`config.mk`:
```
export PLATFORM = sky130hd
export DESIGN_NAME = pattern_buffer
export DESIGN_NICKNAME = d
export VERILOG_FILES = /design/src/rtl/pat_pkg.sv /design/src/rtl/commit_fifo.sv /design/src/rtl/pattern_buffer.sv
export SDC_FILE = /design/constraint.sdc
export NUM_CORES = 2
export LEC_CHECK = 0
export ABC_AREA = 0
export BUFFER_PORTS_ARGS = -buffer_cell sky130_fd_sc_hd__buf_4
export CORE_UTILIZATION = 40
export CTS_CLUSTER_SIZE = 20
export DETAILED_ROUTE_END_ITERATION = 7
export PLACE_DENSITY_LB_ADDON = 0.05
export REMOVE_ABC_BUFFERS = 1
export SLEW_MARGIN = 15
export SYNTH_ARGS = -nofsm -noshare
export SYNTH_HDL_FRONTEND = slang
export SYNTH_SLANG_ARGS = --single-unit
export TNS_END_PERCENT = 50
```
`constraint.sdc`:
```
create_clock -name clk -period 3.6 [get_ports clk]
set_input_delay 0.72 -clock clk [delete_from_list [all_inputs] [get_ports clk]]
set_output_delay 0.72 -clock clk [all_outputs]
set_load 0.01 [all_outputs]
```
`src/rtl/pat_pkg.sv`:
```
`default_nettype none
// ============================================================================
// Module      : pat_pkg
// Description : Shared width constants and drain state type for pattern_buffer.
// Revision    : 1.0 - initial release
// ============================================================================
package pat_pkg;

    localparam int C_BUFP_WIDTH   = 3;
    localparam int C_FIELDP_WIDTH = 5;
    localparam int C_BUFFER_WIDTH = 8;

    typedef enum logic [0:0] {
        ST_IDLE   = 1'b0,
        ST_STREAM = 1'b1
    } drain_state_t;

endpackage
`default_nettype wire

```
`src/rtl/commit_fifo.sv`:
```
`default_nettype none
// ============================================================================
// Module      : commit_fifo
// Description : Synchronous FIFO of committed buffer indices, depth 2^BUFP_WIDTH.
// Revision    : 1.0 - initial release
// ============================================================================
module commit_fifo #(
    parameter int BUFP_WIDTH = pat_pkg::C_BUFP_WIDTH
) (
    input  logic                  clk,
    input  logic                  rst,
    input  logic                  i_push,
    input  logic [BUFP_WIDTH-1:0] i_push_data,
    input  logic                  i_pop,
    output logic [BUFP_WIDTH-1:0] o_pop_data,
    output logic                  o_empty
);

    localparam int C_DEPTH = 2**BUFP_WIDTH;

    logic [BUFP_WIDTH-1:0] r_mem [C_DEPTH];
    logic [BUFP_WIDTH-1:0] r_wr_ptr;
    logic [BUFP_WIDTH-1:0] r_rd_ptr;
    logic [BUFP_WIDTH:0]   r_count;
    logic                  w_do_pop;

    // Each buffer holds at most one entry, so a push never meets a full FIFO.
    assign w_do_pop   = i_pop && !o_empty;
    assign o_empty    = (r_count == '0);
    assign o_pop_data = r_mem[r_rd_ptr];

    always_ff @(posedge clk) begin
        if (i_push) begin
            r_mem[r_wr_ptr] <= i_push_data;
        end
    end

    always_ff @(posedge clk) begin
        if (rst) begin
            r_wr_ptr <= '0;
            r_rd_ptr <= '0;
            r_count  <= '0;
        end else begin
            if (i_push) begin
                r_wr_ptr <= r_wr_ptr + 1'b1;
            end
            if (w_do_pop) begin
                r_rd_ptr <= r_rd_ptr + 1'b1;
            end
            case ({i_push, w_do_pop})
                2'b10:   r_count <= r_count + 1'b1;
                2'b01:   r_count <= r_count - 1'b1;
                default: r_count <= r_count;
            endcase
        end
    end

endmodule
`default_nettype wire

```
`src/rtl/pattern_buffer.sv`:
```
`default_nettype none
// ============================================================================
// Module      : pattern_buffer
// Description : Field buffer bank beside the pat core; committed buffers are
//               drained in order over valid/ready. Option: PATBUF_CLEAR_EN
//               zeroes each field as it drains.
// Revision    : 1.0 - initial release
// ============================================================================
module pattern_buffer
    import pat_pkg::*;
#(
    parameter int BUFP_WIDTH   = C_BUFP_WIDTH,
    parameter int FIELDP_WIDTH = C_FIELDP_WIDTH,
    parameter int BUFFER_WIDTH = C_BUFFER_WIDTH
) (
    input  logic                      clk,
    input  logic                      reset,
    input  logic [BUFP_WIDTH-1:0]     bufp,
    input  logic [FIELDP_WIDTH-1:0]   fieldp,
    output logic [BUFFER_WIDTH-1:0]   field_in,
    input  logic [FIELDP_WIDTH-1:0]   fieldwp,
    input  logic [BUFFER_WIDTH-1:0]   field_out,
    input  logic                      field_we,
    input  logic                      commit,
    output logic [2**BUFP_WIDTH-1:0]  busy,
    output logic                      field_wr_drop,
    output logic [BUFFER_WIDTH-1:0]   out_data,
    output logic [BUFP_WIDTH-1:0]     out_buf,
    output logic                      out_last,
    output logic                      out_valid,
    input  logic                      out_ready
);

    localparam int C_NBUF   = 2**BUFP_WIDTH;
    localparam int C_ADDR_W = BUFP_WIDTH + FIELDP_WIDTH;
`ifdef PATBUF_CLEAR_EN
    localparam bit C_CLEAR_EN = 1'b1;
`else
    localparam bit C_CLEAR_EN = 1'b0;
`endif

    logic [BUFFER_WIDTH-1:0] r_mem [2**C_ADDR_W];
    drain_state_t            r_state;
    drain_state_t            w_state_nxt;
    logic [BUFP_WIDTH-1:0]   r_out_buf;
    logic [FIELDP_WIDTH-1:0] r_cnt;
    logic [C_NBUF-1:0]       r_busy;
    logic                    r_drop;
    logic [C_NBUF-1:0]       w_busy_set;
    logic [C_NBUF-1:0]       w_busy_clr;
    logic                    w_sel_busy;
    logic                    w_wr_ok;
    logic                    w_commit_ok;
    logic                    w_pop;
    logic                    w_hs;
    logic                    w_done;
    logic                    w_cnt_last;
    logic [BUFP_WIDTH-1:0]   w_fifo_head;
    logic                    w_fifo_empty;

    assign w_sel_busy  = r_busy[bufp];
    assign w_wr_ok     = field_we && !w_sel_busy;
    assign w_commit_ok = commit && !w_sel_busy;
    assign w_cnt_last  = &r_cnt;
    assign w_busy_set  = w_commit_ok ? ({{(C_NBUF-1){1'b0}}, 1'b1} << bufp)      : '0;
    assign w_busy_clr  = w_done      ? ({{(C_NBUF-1){1'b0}}, 1'b1} << r_out_buf) : '0;

    commit_fifo #(
        .BUFP_WIDTH (BUFP_WIDTH)
    ) u_commit_fifo (
        .clk         (clk),
        .rst         (reset),
        .i_push      (w_commit_ok),
        .i_push_data (bufp),
        .i_pop       (w_pop),
        .o_pop_data  (w_fifo_head),
        .o_empty     (w_fifo_empty)
    );

    always_ff @(posedge clk) begin
        if (reset) begin
            r_state <= ST_IDLE;
        end else begin
            r_state <= w_state_nxt;
        end
    end

    always_comb begin
        w_state_nxt = r_state;
        w_pop       = 1'b0;
        w_hs        = 1'b0;
        w_done      = 1'b0;
        out_valid   = 1'b0;
        case (r_state)
            ST_IDLE: begin
                if (!w_fifo_empty) begin
                    w_pop       = 1'b1;
                    w_state_nxt = ST_STREAM;
                end
            end
            ST_STREAM: begin
                out_valid = 1'b1;
                w_hs      = out_ready;
                if (out_ready && w_cnt_last) begin
                    w_done      = 1'b1;
                    w_state_nxt = ST_IDLE;
                end
            end
            default: w_state_nxt = ST_IDLE;
        endcase
    end

    always_ff @(posedge clk) begin
        if (reset) begin
            r_out_buf <= '0;
            r_cnt     <= '0;
            r_busy    <= '0;
            r_drop    <= 1'b0;
        end else begin
            r_drop <= (field_we || commit) && w_sel_busy;
            r_busy <= (r_busy | w_busy_set) & ~w_busy_clr;
            if (w_pop) begin
                r_out_buf <= w_fifo_head;
                r_cnt     <= '0;
            end else if (w_hs) begin
                r_cnt <= r_cnt + 1'b1;
            end
        end
    end

    // Core writes only reach unlocked buffers, so they never collide with the drain-side clear.
    always_ff @(posedge clk) begin
        if (w_wr_ok) begin
            r_mem[{bufp, fieldwp}] <= field_out;
        end
        if (C_CLEAR_EN && w_hs && !reset) begin
            r_mem[{r_out_buf, r_cnt}] <= '0;
        end
    end

    assign field_in      = r_mem[{bufp, fieldp}];
    assign out_data      = out_valid ? r_mem[{r_out_buf, r_cnt}] : '0;
    assign out_last      = out_valid && w_cnt_last;
    assign out_buf       = r_out_buf;
    assign busy          = r_busy;
    assign field_wr_drop = r_drop;

endmodule
`default_nettype wire

```
==> flow_metrics.tcl <==
set metrics [dict create \
    cp-start-kind "register" \
    cts_tree "done" \
    skew_ns 0.02975 \
    num_rows 181 \
    timing.fmax_mhz 209.5 \
    hp-class "in2reg" \
    top_layer_used "met5" \
    synthToLayoutAreaGrowth_pct 25.27 \
    wire_per_inst_um 40.81 \
    antenna_found_initial 24 \
    via_per_inst 6.492 \
    hold_viol_final 0 \
    die_h_um 496.7 \
    initial_utilization_pct 40.25 \
    crit_type "reg2out" \
    dr_wl_met2_mm 179.0 \
    post-place-ws_ns -1.491 \
    setup_slack_ns -1.174 \
    post-route-drc-count 1 \
    multi_input_area_um2 33960 \
    fillers 19940 \
    peakVddDrop_mv 0.3830 \
    ant_nets 0 \
    power_frac_clock_pct 37.4 \
    p_per_area_nw_per_um2 499.8 \
    layout-drive-gt1-share_pct 47.75 \
    top_level_ports 56 \
    netlist_area_um2 97890 \
    cts-root-buf "clkbuf_16" \
    totalWireLength_mm 387.5 \
    drv_slew 0 \
    slew_headroom_pct 23.44 \
    fin_crit_ns 4.774 \
    arrival_ns 4.05 \
    cts_buffers 226 \
    clk_latency_ns 0.92 \
    pwr-share-comb_pct 18.2 \
    synth_edf_count 2072 \
    p_int_uw 45100 \
    htreeDepth 4 \
    wl_met1_mm 158.4 \
    syn_avg_cell_area_um2 19.98 \
    yosys_warnings 0 \
    cap_violations 0 \
    dominantRegCellSynth "edfxtp_1" \
    num_vias 61650 \
    first_pass_iters 8 \
    grt_use_total_pct 31.55 \
    clockBufferDepth 3 \
    gp_congestion 0.9347 \
    sequentialPowerShare_pct 44.4 \
    grt_max_degree 136 \
    period_share_pct 132.6 \
    seq_area_um2 62800 \
    setup_viol 16 \
    first_global_vias 60370 \
    dieArea_um2 246700 \
    ys_ff_latch 2100 \
    hpwl_mm 274.3 \
    synthDistinctLibCells 70 \
    clock-sinks 2100 \
    endpoint_kind "output port" \
    p_switching_uw 16190 \
    p_leak_uw 0.03990 \
    fin_nets 6141 \
    rsz0062_at_grt "yes" \
    cp.required_ns 2.88 \
    core-area_um2 243200 \
    synthCells 4899 \
    crit_path_max_fanout 7 \
    dp_cells 8987 \
    grt_overflow 0 \
    yosysSeqAreaShare_pct 64.13 \
    io_buffer_count 55 \
    grt_pass1_wl_mm 524.7 \
    die_w_um 496.7 \
    violations "DRC, setup timing" \
    clk_pin_slew_worst_paths_ns 0.06 \
    sw_frac_of_total_pct 26.41 \
    status "finished, violations left" \
    tightest_slew_ns 1.148 \
    wl_met3_mm 34.74 \
    dr.first_iter.drc_count 8440 \
    stdcell_count 9496 \
    async_flop_share_pct 0 \
]
[per-stage QoR]
step	instance area, um^2	total power [uW]	hold WS (ns)	util [%]	setup TNS [ns]
3_5_place_dp	113000	37600	0.5336	46.48	-238.93
6_report	122600	61290	0.1139	50.42	-15.74
2_1_floorplan	95890	31640	0.4785	-	-382.39
4_1_cts	122100	61370	0.04858	50.21	-15.97
3_3_place_gp	113000	37600	0.5007	46.48	-184.36
5_1_grt	122600	62710	0.09383	50.42	-16.29
[repair_timing]
action	in CTS	in global routing
gates cloned	10	3
pin swaps	28	35
gates resized for setup	213	62
hold endpoints to repair	0	0
hold buffers	0	0
setup endpoints to repair	17	16
buffers inserted	68	23
[critical path, stage by stage, from the launching register on]
cell and delay, ns:
dfxtp_4 0.42, buf_12 0.16, buf_16 0.16, buf_12 0.15, mux4_2 0.53, mux2i_1 0.17, o22ai_1 0.11, o221ai_2 0.29
o211ai_1 0.19, buf_4 0.26, a21oi_4 0.26, a311oi_2 0.08, buf_4 0.21, buf_6 0.13
[cell type report]
cell class	count	area share [%]
sequential	2100	51.21
multi-input combinational	2393	27.69
timing repair buffer	1378	11.95
clock buffer	286	4.897
tap	3202	3.267
clock inverter	123	0.9376
inverter	9	0.03775
antenna	5	0.01020
[layout by cell type (no fill, tap or decap), types with 16 or more instances in the layout]
cell          n
a211oi_1     16
a21oi_1      75
a22oi_1      97
a31oi_1      22
buf_12      266
buf_16       25
buf_4      1012
buf_6        46
bufinv_16    18
clkbuf_1     52
clkbuf_16   233
clkinv_1     47
clkinv_2     39
dfxtp_1      20
edfxtp_1   2072
mux2i_1     112
mux4_2     1140
nand2_1     159
nand3_1      46
nor2_1      314
nor2b_1      21
nor3_1       24
o21ai_0      34
o22ai_1      18
[registers in the layout (all words and copies together) (netlist names)]
register and cells:
busy 8, field_wr_drop 1, out_buf 3, r_cnt 5, r_mem 2048, r_state 1
u_commit_fifo.r_count 4, u_commit_fifo.r_mem 24, u_commit_fifo.r_rd_ptr 3, u_commit_fifo.r_wr_ptr 3
[Yosys cell counts (5+ instances only)]
cell type / n / share of area [%]
a22o_1: 13 / 0.12
o22ai_1: 22 / 0.14
o2111ai_1: 5 / 0.045
a21oi_1: 90 / 0.46
o221ai_1: 11 / 0.098
clkbuf_1: 130 / 0.50
a31oi_1: 28 / 0.18
mux4_2: 1140 / 26
nor2_1: 321 / 1.2
xor2_1: 6 / 0.054
a22oi_1: 108 / 0.83
a221oi_1: 15 / 0.13
buf_1: 47 / 0.18
o211ai_1: 7 / 0.054
nand2_1: 176 / 0.67
nand2b_1: 10 / 0.064
ha_1: 7 / 0.089
nand4_1: 8 / 0.051
buf_4: 56 / 0.43
o21ai_0: 42 / 0.21
mux2i_1: 122 / 1.2
nor3_1: 29 / 0.15
nor2b_1: 28 / 0.18
edfxtp_1: 2072 / 64
a211oi_1: 24 / 0.18
mux2_2: 13 / 0.15
o22a_1: 7 / 0.063
buf_6: 16 / 0.18
a32oi_1: 6 / 0.054
and3_1: 7 / 0.045
buf_2: 146 / 0.75
dfxtp_1: 28 / 0.57
a211o_1: 5 / 0.045
and2_1: 13 / 0.083
xnor2_1: 5 / 0.045
a311oi_1: 10 / 0.089
nand3_1: 55 / 0.28
[kinds of logic (layout without fill, tap and decap cells)]
family,Yosys count,in the layout,synth area share [%]
flip-flops,2100,2100,64.13
other,0,5,0
multiplexers,1275,1275,27.62
XOR/XNOR,11,11,0.09842
buffers and inverters,406,1796,2.083
AO/OA/AOI/OAI,430,430,3.037
adder cells (fa/ha/maj),7,7,0.08947
AND/OR/NAND/NOR,670,670,2.935
[power by group through the flow]
stage | combinational, uW | sequential (uW) | clock [uW]
final | 11200 | 27200 | 22900
after global routing | 11400 | 27200 | 24100
after CTS | 10900 | 27200 | 23300
after detailed placement | 9890 | 27700 | 0
after global placement | 9900 | 27700 | 0
after floorplan | 3740 | 27900 | 0
[per-layer routing]
metal  up-vias  global-route usage [%]
li1      23700                       -
met2      3585                   48.80
met4         2                   10.75
met3       575                   5.109
met5         -                       0
met1     33790                   45.52
[path summary, 6_finish.rpt]
path | start | endpoint | slack (ns) | depth (start not counted)
worst max-delay path | r_cnt[0] | out_data[1] | -1.17 | 13
worst min-delay path | out_ready | busy[2] | 0.11 | 2
worst max register to register | busy[7] | r_mem[5][7] | 0.80 | 9
worst min register to register | u_commit_fifo.r_count[2] | u_commit_fifo.r_count[2] | 0.54 | 2
No activity file was read; power rests on OpenSTA's default activity.
